--- src/rtl/mem_arbiter_pkg.sv ---
// Shared definitions for the CPU/DMA memory arbiter: FSM encoding, latency
// limits and the latency-counter load helper.
package mem_arbiter_pkg;

  localparam int MEM_LAT_MIN = 1;
  localparam int MEM_LAT_MAX = 4;
  localparam int LAT_CNT_W   = 3;

  typedef logic [1:0] state_t;

  localparam logic [1:0] ST_IDLE     = 2'd0;
  localparam logic [1:0] ST_CPU_ACC  = 2'd1;
  localparam logic [1:0] ST_DMA_ACC  = 2'd2;
  localparam logic [1:0] ST_COOLDOWN = 2'd3;

  // Writes finish in the enable cycle, so they load zero and complete at once.
  function automatic logic [LAT_CNT_W-1:0] lat_load_val(input logic we, input int lat);
    return we ? '0 : lat[LAT_CNT_W-1:0];
  endfunction

endpackage

--- src/rtl/mem_arbiter_if.sv ---
// Bundle of the CPU, DMA and memory-side signals of the arbiter. The slave
// modport is the arbiter's view; master is the view of whatever drives it.
interface mem_arbiter_if #(
  parameter int DATA_W = 16,
  parameter int ADDR_W = 16
);
  logic              i_MIO_EN;
  logic              i_R_W;
  logic [ADDR_W-1:0] i_MAR;
  logic [DATA_W-1:0] i_MDR;
  logic              o_Ready_Bit;
  logic [DATA_W-1:0] o_CPU_Rd_Data;
  logic              i_DMA_Valid;
  logic              i_DMA_We;
  logic [ADDR_W-1:0] i_DMA_Addr;
  logic [DATA_W-1:0] i_DMA_Wr_Data;
  logic              o_DMA_Ready;
  logic [DATA_W-1:0] o_DMA_Rd_Data;
  logic              o_Mem_En;
  logic              o_Mem_We;
  logic [ADDR_W-1:0] o_Mem_Addr;
  logic [DATA_W-1:0] o_Mem_Wr_Data;
  logic [DATA_W-1:0] i_Mem_Rd_Data;

  modport slave (
    input  i_MIO_EN, i_R_W, i_MAR, i_MDR,
    input  i_DMA_Valid, i_DMA_We, i_DMA_Addr, i_DMA_Wr_Data,
    input  i_Mem_Rd_Data,
    output o_Ready_Bit, o_CPU_Rd_Data, o_DMA_Ready, o_DMA_Rd_Data,
    output o_Mem_En, o_Mem_We, o_Mem_Addr, o_Mem_Wr_Data
  );

  modport master (
    output i_MIO_EN, i_R_W, i_MAR, i_MDR,
    output i_DMA_Valid, i_DMA_We, i_DMA_Addr, i_DMA_Wr_Data,
    output i_Mem_Rd_Data,
    input  o_Ready_Bit, o_CPU_Rd_Data, o_DMA_Ready, o_DMA_Rd_Data,
    input  o_Mem_En, o_Mem_We, o_Mem_Addr, o_Mem_Wr_Data
  );
endinterface

--- src/rtl/mem_arbiter_lat_counter.sv ---
// Loadable down-counter timing an access; o_done is high while the count is zero.
module mem_lat_counter
  import mem_arbiter_pkg::*;
(
  input  logic                 i_CLK,
  input  logic                 i_RST_N,
  input  logic                 i_load,
  input  logic [LAT_CNT_W-1:0] i_load_val,
  input  logic                 i_dec,
  output logic                 o_done
);

  logic [LAT_CNT_W-1:0] cnt_q, cnt_d;

  always_comb begin
    cnt_d = cnt_q;
    if (i_load) begin
      cnt_d = i_load_val;
    end else if (i_dec && (cnt_q != '0)) begin
      cnt_d = cnt_q - LAT_CNT_W'(1);
    end
  end

  always_ff @(posedge i_CLK or negedge i_RST_N) begin
    if (!i_RST_N) begin
      cnt_q <= '0;
    end else begin
      cnt_q <= cnt_d;
    end
  end

  assign o_done = (cnt_q == '0);

endmodule

--- src/rtl/mem_arbiter.sv ---
// Round-robin arbiter sharing one single-port memory between the CPU
// microsequencer and a DMA engine; one access at a time, all outputs registered.
module mem_arbiter
  import mem_arbiter_pkg::*;
#(
  parameter int DATA_W  = 16,
  parameter int ADDR_W  = 16,
  parameter int MEM_LAT = 2
) (
  input logic          i_CLK,
  input logic          i_RST_N,
  mem_arbiter_if.slave bus
);

  if (MEM_LAT < MEM_LAT_MIN || MEM_LAT > MEM_LAT_MAX) begin : g_bad_lat
    $error("mem_arbiter: MEM_LAT must be within 1..4");
  end

  state_t              state_q, state_d;
  logic                rr_dma_q, rr_dma_d;
  logic                mem_en_q, mem_en_d;
  logic                mem_we_q, mem_we_d;
  logic [ADDR_W-1:0]   mem_addr_q, mem_addr_d;
  logic [DATA_W-1:0]   mem_wr_data_q, mem_wr_data_d;
  logic                cpu_rdy_q, cpu_rdy_d;
  logic                dma_rdy_q, dma_rdy_d;
  logic [DATA_W-1:0]   cpu_rd_q, cpu_rd_d;
  logic [DATA_W-1:0]   dma_rd_q, dma_rd_d;

  logic                pick_dma;
  logic                in_acc;
  logic                lat_load_en;
  logic [LAT_CNT_W-1:0] lat_val;
  logic                lat_done;

  assign in_acc = (state_q == ST_CPU_ACC) || (state_q == ST_DMA_ACC);

  mem_lat_counter u_lat (
    .i_CLK      (i_CLK),
    .i_RST_N    (i_RST_N),
    .i_load     (lat_load_en),
    .i_load_val (lat_val),
    .i_dec      (in_acc),
    .o_done     (lat_done)
  );

  always_comb begin
    state_d       = state_q;
    rr_dma_d      = rr_dma_q;
    mem_en_d      = 1'b0;
    mem_we_d      = mem_we_q;
    mem_addr_d    = mem_addr_q;
    mem_wr_data_d = mem_wr_data_q;
    cpu_rdy_d     = 1'b0;
    dma_rdy_d     = 1'b0;
    cpu_rd_d      = cpu_rd_q;
    dma_rd_d      = dma_rd_q;
    pick_dma      = 1'b0;
    lat_load_en   = 1'b0;
    lat_val       = '0;

    case (state_q)
      ST_IDLE: begin
        if (bus.i_MIO_EN || bus.i_DMA_Valid) begin
          pick_dma = bus.i_DMA_Valid && (!bus.i_MIO_EN || rr_dma_q);
          // The pointer only moves when a tie is actually resolved.
          if (bus.i_MIO_EN && bus.i_DMA_Valid) begin
            rr_dma_d = ~pick_dma;
          end
          state_d       = pick_dma ? ST_DMA_ACC : ST_CPU_ACC;
          mem_en_d      = 1'b1;
          mem_we_d      = pick_dma ? bus.i_DMA_We      : bus.i_R_W;
          mem_addr_d    = pick_dma ? bus.i_DMA_Addr    : bus.i_MAR;
          mem_wr_data_d = pick_dma ? bus.i_DMA_Wr_Data : bus.i_MDR;
          lat_load_en   = 1'b1;
          lat_val       = lat_load_val(mem_we_d, MEM_LAT);
        end
      end
      ST_CPU_ACC, ST_DMA_ACC: begin
        if (lat_done) begin
          state_d = ST_COOLDOWN;
          if (state_q == ST_CPU_ACC) begin
            cpu_rdy_d = 1'b1;
            if (!mem_we_q) cpu_rd_d = bus.i_Mem_Rd_Data;
          end else begin
            dma_rdy_d = 1'b1;
            if (!mem_we_q) dma_rd_d = bus.i_Mem_Rd_Data;
          end
        end
      end
      default: state_d = ST_IDLE;
    endcase
  end

  always_ff @(posedge i_CLK or negedge i_RST_N) begin
    if (!i_RST_N) begin
      state_q       <= ST_IDLE;
      rr_dma_q      <= 1'b0;
      mem_en_q      <= 1'b0;
      mem_we_q      <= 1'b0;
      mem_addr_q    <= '0;
      mem_wr_data_q <= '0;
      cpu_rdy_q     <= 1'b0;
      dma_rdy_q     <= 1'b0;
      cpu_rd_q      <= '0;
      dma_rd_q      <= '0;
    end else begin
      state_q       <= state_d;
      rr_dma_q      <= rr_dma_d;
      mem_en_q      <= mem_en_d;
      mem_we_q      <= mem_we_d;
      mem_addr_q    <= mem_addr_d;
      mem_wr_data_q <= mem_wr_data_d;
      cpu_rdy_q     <= cpu_rdy_d;
      dma_rdy_q     <= dma_rdy_d;
      cpu_rd_q      <= cpu_rd_d;
      dma_rd_q      <= dma_rd_d;
    end
  end

  assign bus.o_Mem_En      = mem_en_q;
  assign bus.o_Mem_We      = mem_we_q;
  assign bus.o_Mem_Addr    = mem_addr_q;
  assign bus.o_Mem_Wr_Data = mem_wr_data_q;
  assign bus.o_Ready_Bit   = cpu_rdy_q;
  assign bus.o_DMA_Ready   = dma_rdy_q;
  assign bus.o_CPU_Rd_Data = cpu_rd_q;
  assign bus.o_DMA_Rd_Data = dma_rd_q;

endmodule

--- src/flat_wrapper.sv ---
// flat-port wrapper written by rule: the top's interface ports become plain ports
module mem_arbiter_flat import mem_arbiter_pkg::*;
#(
  parameter int DATA_W  = 16,
  parameter int ADDR_W  = 16,
  parameter int MEM_LAT = 2
)
  (i_CLK, i_RST_N, bus_i_MIO_EN, bus_i_R_W, bus_i_MAR, bus_i_MDR, bus_i_DMA_Valid, bus_i_DMA_We, bus_i_DMA_Addr, bus_i_DMA_Wr_Data, bus_i_Mem_Rd_Data, bus_o_Ready_Bit, bus_o_CPU_Rd_Data, bus_o_DMA_Ready, bus_o_DMA_Rd_Data, bus_o_Mem_En, bus_o_Mem_We, bus_o_Mem_Addr, bus_o_Mem_Wr_Data);
  mem_arbiter_if #(.DATA_W(DATA_W), .ADDR_W(ADDR_W)) bus_i ();
  input logic i_CLK;
  input logic i_RST_N;
  input wire logic [$bits(bus_i.i_MIO_EN)-1:0] bus_i_MIO_EN;
  input wire logic [$bits(bus_i.i_R_W)-1:0] bus_i_R_W;
  input wire logic [$bits(bus_i.i_MAR)-1:0] bus_i_MAR;
  input wire logic [$bits(bus_i.i_MDR)-1:0] bus_i_MDR;
  input wire logic [$bits(bus_i.i_DMA_Valid)-1:0] bus_i_DMA_Valid;
  input wire logic [$bits(bus_i.i_DMA_We)-1:0] bus_i_DMA_We;
  input wire logic [$bits(bus_i.i_DMA_Addr)-1:0] bus_i_DMA_Addr;
  input wire logic [$bits(bus_i.i_DMA_Wr_Data)-1:0] bus_i_DMA_Wr_Data;
  input wire logic [$bits(bus_i.i_Mem_Rd_Data)-1:0] bus_i_Mem_Rd_Data;
  output wire logic [$bits(bus_i.o_Ready_Bit)-1:0] bus_o_Ready_Bit;
  output wire logic [$bits(bus_i.o_CPU_Rd_Data)-1:0] bus_o_CPU_Rd_Data;
  output wire logic [$bits(bus_i.o_DMA_Ready)-1:0] bus_o_DMA_Ready;
  output wire logic [$bits(bus_i.o_DMA_Rd_Data)-1:0] bus_o_DMA_Rd_Data;
  output wire logic [$bits(bus_i.o_Mem_En)-1:0] bus_o_Mem_En;
  output wire logic [$bits(bus_i.o_Mem_We)-1:0] bus_o_Mem_We;
  output wire logic [$bits(bus_i.o_Mem_Addr)-1:0] bus_o_Mem_Addr;
  output wire logic [$bits(bus_i.o_Mem_Wr_Data)-1:0] bus_o_Mem_Wr_Data;
  assign bus_i.i_MIO_EN = bus_i_MIO_EN;
  assign bus_i.i_R_W = bus_i_R_W;
  assign bus_i.i_MAR = bus_i_MAR;
  assign bus_i.i_MDR = bus_i_MDR;
  assign bus_i.i_DMA_Valid = bus_i_DMA_Valid;
  assign bus_i.i_DMA_We = bus_i_DMA_We;
  assign bus_i.i_DMA_Addr = bus_i_DMA_Addr;
  assign bus_i.i_DMA_Wr_Data = bus_i_DMA_Wr_Data;
  assign bus_i.i_Mem_Rd_Data = bus_i_Mem_Rd_Data;
  assign bus_o_Ready_Bit = bus_i.o_Ready_Bit;
  assign bus_o_CPU_Rd_Data = bus_i.o_CPU_Rd_Data;
  assign bus_o_DMA_Ready = bus_i.o_DMA_Ready;
  assign bus_o_DMA_Rd_Data = bus_i.o_DMA_Rd_Data;
  assign bus_o_Mem_En = bus_i.o_Mem_En;
  assign bus_o_Mem_We = bus_i.o_Mem_We;
  assign bus_o_Mem_Addr = bus_i.o_Mem_Addr;
  assign bus_o_Mem_Wr_Data = bus_i.o_Mem_Wr_Data;
  mem_arbiter #(.DATA_W(DATA_W), .ADDR_W(ADDR_W), .MEM_LAT(MEM_LAT)) u_core (.i_CLK(i_CLK), .i_RST_N(i_RST_N), .bus(bus_i));
endmodule
--- config.mk ---
export PLATFORM = sky130hd
export DESIGN_NAME = mem_arbiter_flat
export DESIGN_NICKNAME = d
export VERILOG_FILES = /design/src/rtl/mem_arbiter_pkg.sv /design/src/rtl/mem_arbiter_if.sv /design/src/rtl/mem_arbiter_lat_counter.sv /design/src/rtl/mem_arbiter.sv /design/src/flat_wrapper.sv
export SDC_FILE = /design/constraint.sdc
export NUM_CORES = 1
export LEC_CHECK = 0
export ABC_CLOCK_PERIOD_IN_PS = 2050
export CORE_ASPECT_RATIO = 1.4
export CORE_MARGIN = 3
export CORE_UTILIZATION = 28
export DETAILED_ROUTE_END_ITERATION = 8
export SYNTH_ARGS = -nofsm -noshare
export SYNTH_HDL_FRONTEND = slang
export SYNTH_SLANG_ARGS = --single-unit
--- constraint.sdc ---
create_clock -name i_CLK -period 2.05 [get_ports i_CLK]
set_input_delay 0.41 -clock i_CLK [delete_from_list [all_inputs] [get_ports i_CLK]]
set_output_delay 0.41 -clock i_CLK [all_outputs]
set_load 0.01 [all_outputs]
==> impl_metrics.tcl, run 1 <==
set metrics [dict create \
    path_class "reg2reg" \
    cts_made_buffers 9 \
    holdWs_ns 0.0719 \
    reg2reg_from "u_core.state_q[0]$_DFFE_PN0P_" \
    grt_overflow 0 \
    tns_ns 0 \
    synthCells 259 \
    synth-seq-cells 74 \
    required_ns 2.26 \
    drc_errors 0 \
    cts_tree "built" \
    diodes 0 \
    start_util_pct 29.1 \
    ys.flop_type "dfrtp_1" \
    slew_violations 0 \
    synth_nets 350 \
    p_total_mw 7.97 \
    vias 2501 \
    routed_via_density 4.43 \
    slew_headroom_pct 63.3 \
    dpl.cell_count 549 \
    final_cell_mix "152 x clkdlybuf4s50_1, 74 x dfrtp_1, 39 x nand2_1" \
    fin_util_pct 48.1 \
    final_cells 565 \
    layout_commonest_cell "clkdlybuf4s50_1" \
    coreArea_mm2 0.0110 \
    multi_input_area_mm2 0.00127 \
    fin_skew_ns 0.00451 \
    final_antenna_net_count 0 \
    syn-mean-instance-area_um2 12.4 \
    synth-adder-area-share_pct 1.95 \
    cts.path.max_buffers 2 \
    ys_async_sr_fraction_pct 100 \
    area_growth_pct 65.4 \
    r2r_end "u_core.bus.o_CPU_Rd_Data[11]$_DFFE_PN0P_" \
    fin_crit_ns 1.88 \
    yosysWarnings 0 \
    clockRootBuffer "clkbuf_16" \
    dr.pass1.iters 4 \
    synth_compound_area_share_pct 6.94 \
    die_h_um 133 \
    layout-drive-gt1-share_pct 14.6 \
    finalSetupViolations 0 \
    synth_xor_area_share_pct 0.819 \
    io_buffers 153 \
    p_leak_nw 2.40 \
    r2r_slack_ns 0.17 \
    numClockSinks 74 \
    drt-wirelength-per-cell_um 13.7 \
    htree_levels 3 \
    layout_setup_ws_ns 0.168 \
    powerDensity_mw_per_mm2 1500 \
    start_kind "flip-flop" \
    synthMuxAreaShare_pct 22.4 \
    ys_types 29 \
    design_area_mm2 0.00531 \
    synth_area_leaders "dfrtp_1 58%, mux2i_1 10%, mux2_2 7.7%" \
    cts_resized 0 \
    cts.hold.buffers_added 0 \
    synth_edf_count 0 \
    critPathMaxStageDelay_ns 0.40 \
    pin_count 154 \
    seqCellArea_mm2 0.00185 \
    crit_arrival_ns 2.09 \
    place_congestion 0.729 \
    fmax_ghz 0.531 \
    synth_top_family_by_area "multiplexers" \
    place_area_mm2 0.00497 \
    cp_max_fo 16 \
    grt_use_total_pct 12.6 \
    critPathSlowestCell "dfrtp_1" \
    hold_class "in2async" \
    grt_max_degree 51 \
    dp_hpwl_um 5980 \
    syn_area_mm2 0.00321 \
    yosysTopAreaCell "dfrtp_1" \
    routed_wl_um 7730 \
    final.fill_count 1045 \
    die_w_um 96.5 \
    ff2ff_path_depth 6 \
    rsz0062_at_grt "false" \
    ir_worst_vdd_mv 0.517 \
    antenna_found_initial 0 \
    dieArea_mm2 0.0128 \
    finalHoldViolCount 0 \
    crit_chain "inv_1 -> ha_1 -> nand3b_2 -> or3_1 -> buf_4 -> mux2_4" \
    clk_pin_slew_worst_paths_ns 0.06 \
    post-place-ws_ns 0.172 \
    grt_pass1_vias 2554 \
    synth-simple-area-share_pct 7.02 \
    synth_top_area_share_pct 57.7 \
    insertion_delay_ns 0.32 \
    nNetsFinal 510 \
    cts_setup_buffers 0 \
    post-route-period-util_pct 91.8 \
    grt_pass1_wl_um 12500 \
    maxCapViolations 0 \
    tightestPinTransition_ns 0.551 \
    endpoint_kind "flip-flop" \
    synth-seq-area-share_pct 57.7 \
    status "finished clean" \
    rows 45 \
    drt_iter0_markers 50 \
]
-- registers in the layout, indices dropped and copies added (netlist names) --
register                  cells
u_core.bus.o_Ready_Bit        1
u_core.u_lat.cnt_q            3
u_core.bus.o_CPU_Rd_Data     16
u_core.bus.o_DMA_Rd_Data     16
u_core.bus.o_Mem_Wr_Data     16
u_core.bus.o_DMA_Ready        1
u_core.bus.o_Mem_En           1
u_core.state_q                2
u_core.bus.o_Mem_We           1
u_core.bus.o_Mem_Addr        16
u_core.rr_dma_q               1
-- metal layers --
| metal | vias to the layer above | wire (um) | share of wire [%] | GRT usage (%) |
|---|---|---|---|---|
| met3 | 7 | 750 | 9.7 | 4.84 |
| met2 | 104 | 3840 | 50 | 20.8 |
| li1 | 1208 | - | - | - |
| met5 | - | 0 | 0 | 0 |
| met1 | 1182 | 3060 | 40 | 14.4 |
| met4 | 0 | 82 | 1.1 | 4.91 |
-- final cells by class --
type	count	area share [%]
multi-input combinational	166	23.9
tap	141	3.32
sequential	74	34.9
timing repair buffer	162	31.0
inverter	6	0.424
clock buffer	9	4.24
clock inverter	7	2.19
-- synth_stat cells, types with 2 or more instances --
| library cell | count |
|---|---|
| xnor2_1 | 2 |
| nor2_1 | 5 |
| nand2b_1 | 2 |
| nand2_1 | 40 |
| mux2i_1 | 32 |
| ha_1 | 5 |
| nand3_1 | 2 |
| buf_2 | 3 |
| o21ai_0 | 33 |
| inv_1 | 6 |
| clkbuf_1 | 7 |
| o31ai_1 | 2 |
| mux2_2 | 22 |
| dfrtp_1 | 74 |
| mux2_4 | 10 |
-- worst max path at each step --
stage	from	cells past startpoint	end	slack [ns]
2_1_floorplan	u_core.state_q[0]$_DFFE_PN0P_	6	u_core.bus.o_DMA_Rd_Data[10]$_DFFE_PN0P_	0.14
5_1_grt	u_core.state_q[0]$_DFFE_PN0P_	6	u_core.bus.o_CPU_Rd_Data[8]$_DFFE_PN0P_	0.09
6_report	u_core.state_q[0]$_DFFE_PN0P_	6	u_core.bus.o_CPU_Rd_Data[11]$_DFFE_PN0P_	0.17
3_5_place_dp	bus_i_DMA_Valid	5	u_core.bus.o_Mem_Wr_Data[0]$_DFFE_PN0P_	0.17
4_1_cts	u_core.state_q[0]$_DFFE_PN0P_	6	u_core.bus.o_CPU_Rd_Data[11]$_DFFE_PN0P_	0.17
3_3_place_gp	bus_i_DMA_Valid	5	u_core.bus.o_Mem_Wr_Data[6]$_DFFE_PN0P_	0.21
-- power by group --
group,internal [mW],switching (mW),leakage [nW],total [mW]
Sequential,2.20,0.379,0.899,2.58
Clock,1.19,0.595,0.166,1.78
Combinational,2.13,1.48,1.33,3.61
Total,5.52,2.45,2.40,7.97
-- cell families (layout without fill, tap and decap cells) --
logic type | Yosys count | count (layout)
compound gates | 41 | 41
xor+xnor | 3 | 3
fa+ha+maj | 5 | 5
buf+inv | 19 | 184
flops | 74 | 74
mux | 64 | 64
simple gates | 53 | 53
-- worst max-delay path, delay by kind of cell, from the launching register on --
family / cells / cell delay [ns]
multiplexers: 1 / 0.33
adder cells (fa/ha/maj): 1 / 0.31
buffers and inverters: 2 / 0.29
flip-flops: 1 / 0.40
AND/OR/NAND/NOR: 2 / 0.44
No activity file was read; power rests on OpenSTA's default activity.
==> inputs of run 2 (changes only) <==
--- a/config.mk
+++ b/config.mk
@@ -10,6 +10,8 @@
 export CORE_MARGIN = 3
 export CORE_UTILIZATION = 28
 export DETAILED_ROUTE_END_ITERATION = 8
+export MAX_ROUTING_LAYER = met4
+export SKIP_LAST_GASP = 1
 export SYNTH_ARGS = -nofsm -noshare
 export SYNTH_HDL_FRONTEND = slang
 export SYNTH_SLANG_ARGS = --single-unit
==> impl_metrics.tcl, run 2 (synthesized netlist as in run 1, its figures left out) <==
set metrics [dict create \
    layout_setup_ws_ns 0.167 \
    nNetsFinal 510 \
    layout-drive-gt1-share_pct 14.6 \
    grt_max_degree 51 \
    diodes 0 \
    finalSetupViolations 0 \
    cp_max_fo 16 \
    maxCapViolations 0 \
    die_w_um 96.5 \
    path_class "reg2reg" \
    ir_worst_vdd_mv 0.516 \
    cts.path.max_buffers 2 \
    final_cell_mix "152 x clkdlybuf4s50_1, 74 x dfrtp_1, 39 x nand2_1" \
    cts.hold.buffers_added 0 \
    grt_pass1_vias 2568 \
    holdWs_ns 0.0710 \
    clockRootBuffer "clkbuf_16" \
    dpl.cell_count 549 \
    fin_crit_ns 1.88 \
    area_growth_pct 65.4 \
    dp_hpwl_um 5980 \
    coreArea_mm2 0.0110 \
    drt-wirelength-per-cell_um 13.7 \
    finalHoldViolCount 0 \
    place_congestion 0.738 \
    endpoint_kind "flip-flop" \
    p_sw_mw 2.45 \
    numClockSinks 74 \
    final_antenna_net_count 0 \
    slew_violations 0 \
    rsz0062_at_grt "false" \
    cts_resized 0 \
    routed_via_density 4.44 \
    routed_wl_um 7730 \
    cts_made_buffers 9 \
    tightestPinTransition_ns 0.553 \
    post-place-ws_ns 0.172 \
    drt_iter0_markers 44 \
    p_clk_share_pct 22.4 \
    grt_overflow 0 \
    die_h_um 133 \
    grt_use_total_pct 12.9 \
    hold_class "in2async" \
    antenna_found_initial 0 \
    power.internal_mw 5.52 \
    p_sw_share_pct 30.8 \
    p_leak_nw 2.40 \
    clk_pin_slew_worst_paths_ns 0.06 \
    drc_errors 0 \
    tns_ns 0 \
    r2r_slack_ns 0.17 \
    status "finished clean" \
    final_cells 565 \
    start_kind "flip-flop" \
    p_seq_share_pct 32.3 \
    crit_arrival_ns 2.09 \
    start_util_pct 29.1 \
    layout_commonest_cell "clkdlybuf4s50_1" \
    insertion_delay_ns 0.32 \
    slew_headroom_pct 63.2 \
    comb_power_share_pct 45.3 \
    io_buffers 153 \
    cts_setup_buffers 0 \
    dieArea_mm2 0.0128 \
    fmax_ghz 0.531 \
    pin_count 154 \
    grt_pass1_wl_um 12500 \
    vias 2511 \
    htree_levels 3 \
    rows 45 \
    powerDensity_mw_per_mm2 1500 \
    p_total_mw 7.97 \
    dr.pass1.iters 4 \
    fin_skew_ns 0.00443 \
    required_ns 2.26 \
    post-route-period-util_pct 91.8 \
    cts_tree "built" \
]
-- run 2: cell counts in the layout (fill, tap and decap cells not counted) --
Identical to the previous run, type by type.
-- run 2: power groups by stage --
| stage | clock network, mW | registers [mW] | logic [mW] |
|---|---|---|---|
| after floorplan | 0 | 2.89 | 1.43 |
| after global placement | 0 | 2.59 | 3.62 |
| after detailed placement | 0 | 2.61 | 3.68 |
| after CTS | 1.84 | 2.59 | 3.69 |
| after global routing | 1.91 | 2.68 | 3.98 |
| final | 1.78 | 2.58 | 3.61 |
-- run 2: worst max-delay path, cell delays in order, from the launching register on --
cell and delay [ns]:
dfrtp_1 0.40, inv_1 0.06, ha_1 0.31, nand3b_2 0.12, or3_1 0.32, buf_4 0.23
mux2_4 0.33
-- run 2: final timing paths --
| check | depth (start not counted) | start | endpoint |
|---|---|---|---|
| max | 6 | u_core.state_q[0]$_DFFE_PN0P_ | u_core.bus.o_CPU_Rd_Data[11]$_DFFE_PN0P_ |
| min | 1 | i_RST_N | u_core.bus.o_DMA_Rd_Data[2]$_DFFE_PN0P_ |
| max reg2reg | 6 | u_core.state_q[0]$_DFFE_PN0P_ | u_core.bus.o_CPU_Rd_Data[11]$_DFFE_PN0P_ |
| min reg2reg | 2 | u_core.bus.o_Mem_Wr_Data[14]$_DFFE_PN0P_ | u_core.bus.o_Mem_Wr_Data[14]$_DFFE_PN0P_ |
| max in group asynchronous | 2 | i_RST_N | u_core.bus.o_DMA_Rd_Data[14]$_DFFE_PN0P_ |
| min in group i_CLK | 2 | u_core.bus.o_Mem_Wr_Data[14]$_DFFE_PN0P_ | u_core.bus.o_Mem_Wr_Data[14]$_DFFE_PN0P_ |
-- run 2: layout make-up --
type                       instances  area, um^2
fill                            1045        5730
timing repair buffer             162        1650
sequential                        74        1850
multi-input combinational        166        1270
clock inverter                     7         116
tap                              141         176
clock buffer                       9         225
inverter                           6        22.5
-- run 2: routing by layer --
layer  wire [um]  global-route usage, %  part of all wire (%)
met1        3090                   14.7                    40
met2        3880                   20.9                    50
met3         674                   4.27                   8.7
met4          84                   4.91                   1.1
met5           0                      -                     0
-- run 2: per-stage QoR --
step / cell area, um^2 / util, %
floorplan: 3210 / -
global placement: 4970 / 45.0
detailed placement: 4970 / 45.0
CTS: 5310 / 48.1
global route: 5310 / 48.1
finish: 5310 / 48.1
==> inputs of run 3 (changes only) <==
--- a/config.mk
+++ b/config.mk
@@ -14,4 +14,5 @@
 export SKIP_LAST_GASP = 1
 export SYNTH_ARGS = -nofsm -noshare
 export SYNTH_HDL_FRONTEND = slang
+export SYNTH_HIERARCHICAL = 1
 export SYNTH_SLANG_ARGS = --single-unit
==> impl_metrics.tcl, run 3 <==
set metrics [dict create \
    status "finished clean" \
    io_buffers 153 \
    syn_area_mm2 0.00342 \
    cts_made_buffers 9 \
    dr.pass1.iters 4 \
    post-place-ws_ns 0.104 \
    cts.hold.buffers_added 0 \
    cp_max_fo 16 \
    multi_input_area_mm2 0.00141 \
    finalSetupViolations 0 \
    crit_chain "inv_1 -> ha_1 -> ha_1 -> nand2_2 -> nor3_4 -> buf_12 -> mux2_2" \
    synth-seq-area-share_pct 54.1 \
    cts_tree "built" \
    start_kind "flip-flop" \
    path_class "reg2reg" \
    critPathMaxStageDelay_ns 0.39 \
    seqCellArea_mm2 0.00185 \
    htree_levels 3 \
    antenna_found_initial 0 \
    crit_path_start "u_core/u_lat/cnt_q[0]$_DFFE_PN0P_" \
    critPathSlowestCell "dfrtp_1" \
    dp_hpwl_um 6830 \
    synth-seq-cells 74 \
    powerDensity_mw_per_mm2 1520 \
    cts_resized 0 \
    vias 2934 \
    cpMostUsedCell "ha_1" \
    synth_commonest_cells "74 x dfrtp_1, 36 x nor2_1, 33 x a31oi_1, 33 x nand3_1, 33 x o21ai_0" \
    ys_types 36 \
    ys.flop_type "dfrtp_1" \
    worst-path-stages 7 \
    hold_class "in2async" \
    yosysWarnings 6 \
    required_ns 2.25 \
    clockRootBuffer "clkbuf_16" \
    reg2reg_from "u_core/u_lat/cnt_q[0]$_DFFE_PN0P_" \
    pin_count 154 \
    maxCapViolations 0 \
    dieArea_mm2 0.0136 \
    fin_crit_ns 1.85 \
    crit_arrival_ns 2.05 \
    cts.path.max_buffers 2 \
    layout_setup_ws_ns 0.201 \
    insertion_delay_ns 0.32 \
    p_total_mw 8.33 \
    place_congestion 0.804 \
    rsz0062_at_grt "false" \
    post-route-period-util_pct 90.2 \
    coreArea_mm2 0.0119 \
    worst-path-buf-inv 2 \
    cts_setup_buffers 0 \
    final.fill_count 1116 \
    synth_area_leaders "dfrtp_1 54%, mux2_4 8.8%, a31oi_1 6.0%" \
    final_antenna_net_count 0 \
    start_util_pct 28.8 \
    area_growth_pct 59.8 \
    drt-wirelength-per-cell_um 15.3 \
    die_h_um 137 \
    routed_wl_um 9370 \
    nNetsFinal 552 \
    ys_async_sr_fraction_pct 100 \
    tns_ns 0 \
    final_cell_mix "152 x clkdlybuf4s50_1, 74 x dfrtp_1, 36 x nor2_1" \
    ir_worst_vdd_mv 0.516 \
    drc_errors 0 \
    clk_pin_slew_worst_paths_ns 0.06 \
    layout_commonest_cell "clkdlybuf4s50_1" \
    rows 47 \
    syn-mean-instance-area_um2 11.1 \
    yosysMostFrequentCell "dfrtp_1" \
    slew_violations 0 \
    crit_family "adder cells" \
    endpoint_kind "flip-flop" \
    grt_overflow 0 \
    fin_skew_ns 0.00717 \
    grt_pass1_wl_um 15100 \
    fmax_ghz 0.541 \
    grt_max_degree 62 \
    numClockSinks 74 \
    p_leak_nw 2.26 \
    synth_top_area_share_pct 54.1 \
    ff2ff_path_depth 7 \
    synthCells 307 \
    layout-drive-gt1-share_pct 14.2 \
    diodes 0 \
    grt_pass1_vias 3004 \
    finalHoldViolCount 0 \
    grt_use_total_pct 14.5 \
    drt_iter0_markers 119 \
    yosysTopAreaCell "dfrtp_1" \
    routed_via_density 4.79 \
    die_w_um 99.4 \
    synth_edf_count 0 \
]
-- run 3: area by class of cell --
type	count	share of cell area, %
sequential	74	33.9
timing repair buffer	165	30.3
multi-input combinational	203	25.8
clock buffer	12	4.87
tap	147	3.36
clock inverter	4	1.33
inverter	7	0.480
-- run 3: final timing paths --
path	endpoint	slack (ns)
worst max-delay path	u_core/bus.o_DMA_Rd_Data[0]$_DFFE_PN0P_	0.20
worst min-delay path	u_core/bus.o_DMA_Rd_Data[15]$_DFFE_PN0P_	0.03
worst max register to register	u_core/bus.o_DMA_Rd_Data[0]$_DFFE_PN0P_	0.20
worst min register to register	u_core/rr_dma_q$_DFFE_PN0P_	0.48
max in group asynchronous	u_core/bus.o_DMA_Rd_Data[2]$_DFFE_PN0P_	1.45
min in group i_CLK	u_core/rr_dma_q$_DFFE_PN0P_	0.48
-- run 3: cell families after synthesis --
group | synth area share, %
and+or+nand+nor | 12.4
AOI/OAI and AO/OA | 13.2
DFF | 54.1
muxes | 13.0
buffers and inverters | 4.79
adders and majority gates | 2.19
other | 0.110
xor gates and xnor gates | 0.256
-- run 3: metrics by stage --
| step | cells | hold WS, ns | cell area (um^2) | util, % |
|---|---|---|---|---|
| global route | 612 | 0.0553 | 5470 | 46.0 |
| CTS | 612 | 0.0385 | 5470 | 46.0 |
| detailed placement | 596 | 0.392 | 5130 | 43.2 |
| floorplan | 308 | 0.114 | 3430 | - |
| finish | 612 | 0.0321 | 5470 | 46.0 |
| global placement | 596 | 0.387 | 5130 | 43.2 |
-- run 3: routing by layer --
| metal | global-route usage (%) | wire (um) | up-vias |
|---|---|---|---|
| li1 | - | - | 1406 |
| met1 | 18.3 | 4170 | 1411 |
| met2 | 23.1 | 4590 | 111 |
| met3 | 3.11 | 536 | 6 |
| met4 | 4.71 | 67 | 0 |
| met5 | - | 0 | - |
-- run 3: report_power, final --
part           switching (mW)  leakage [nW]  total [mW]  internal (mW)
sequential              0.395         0.863        2.60           2.21
clock                   0.588         0.165        1.75           1.16
combinational            1.68          1.24        3.98           2.30
-- run 3: worst register-to-register path: stages (launching register included) --
cell,delay [ns]
dfrtp_1,0.39
inv_1,0.06
ha_1,0.14
ha_1,0.30
nand2_2,0.12
nor3_4,0.17
buf_12,0.20
mux2_2,0.35
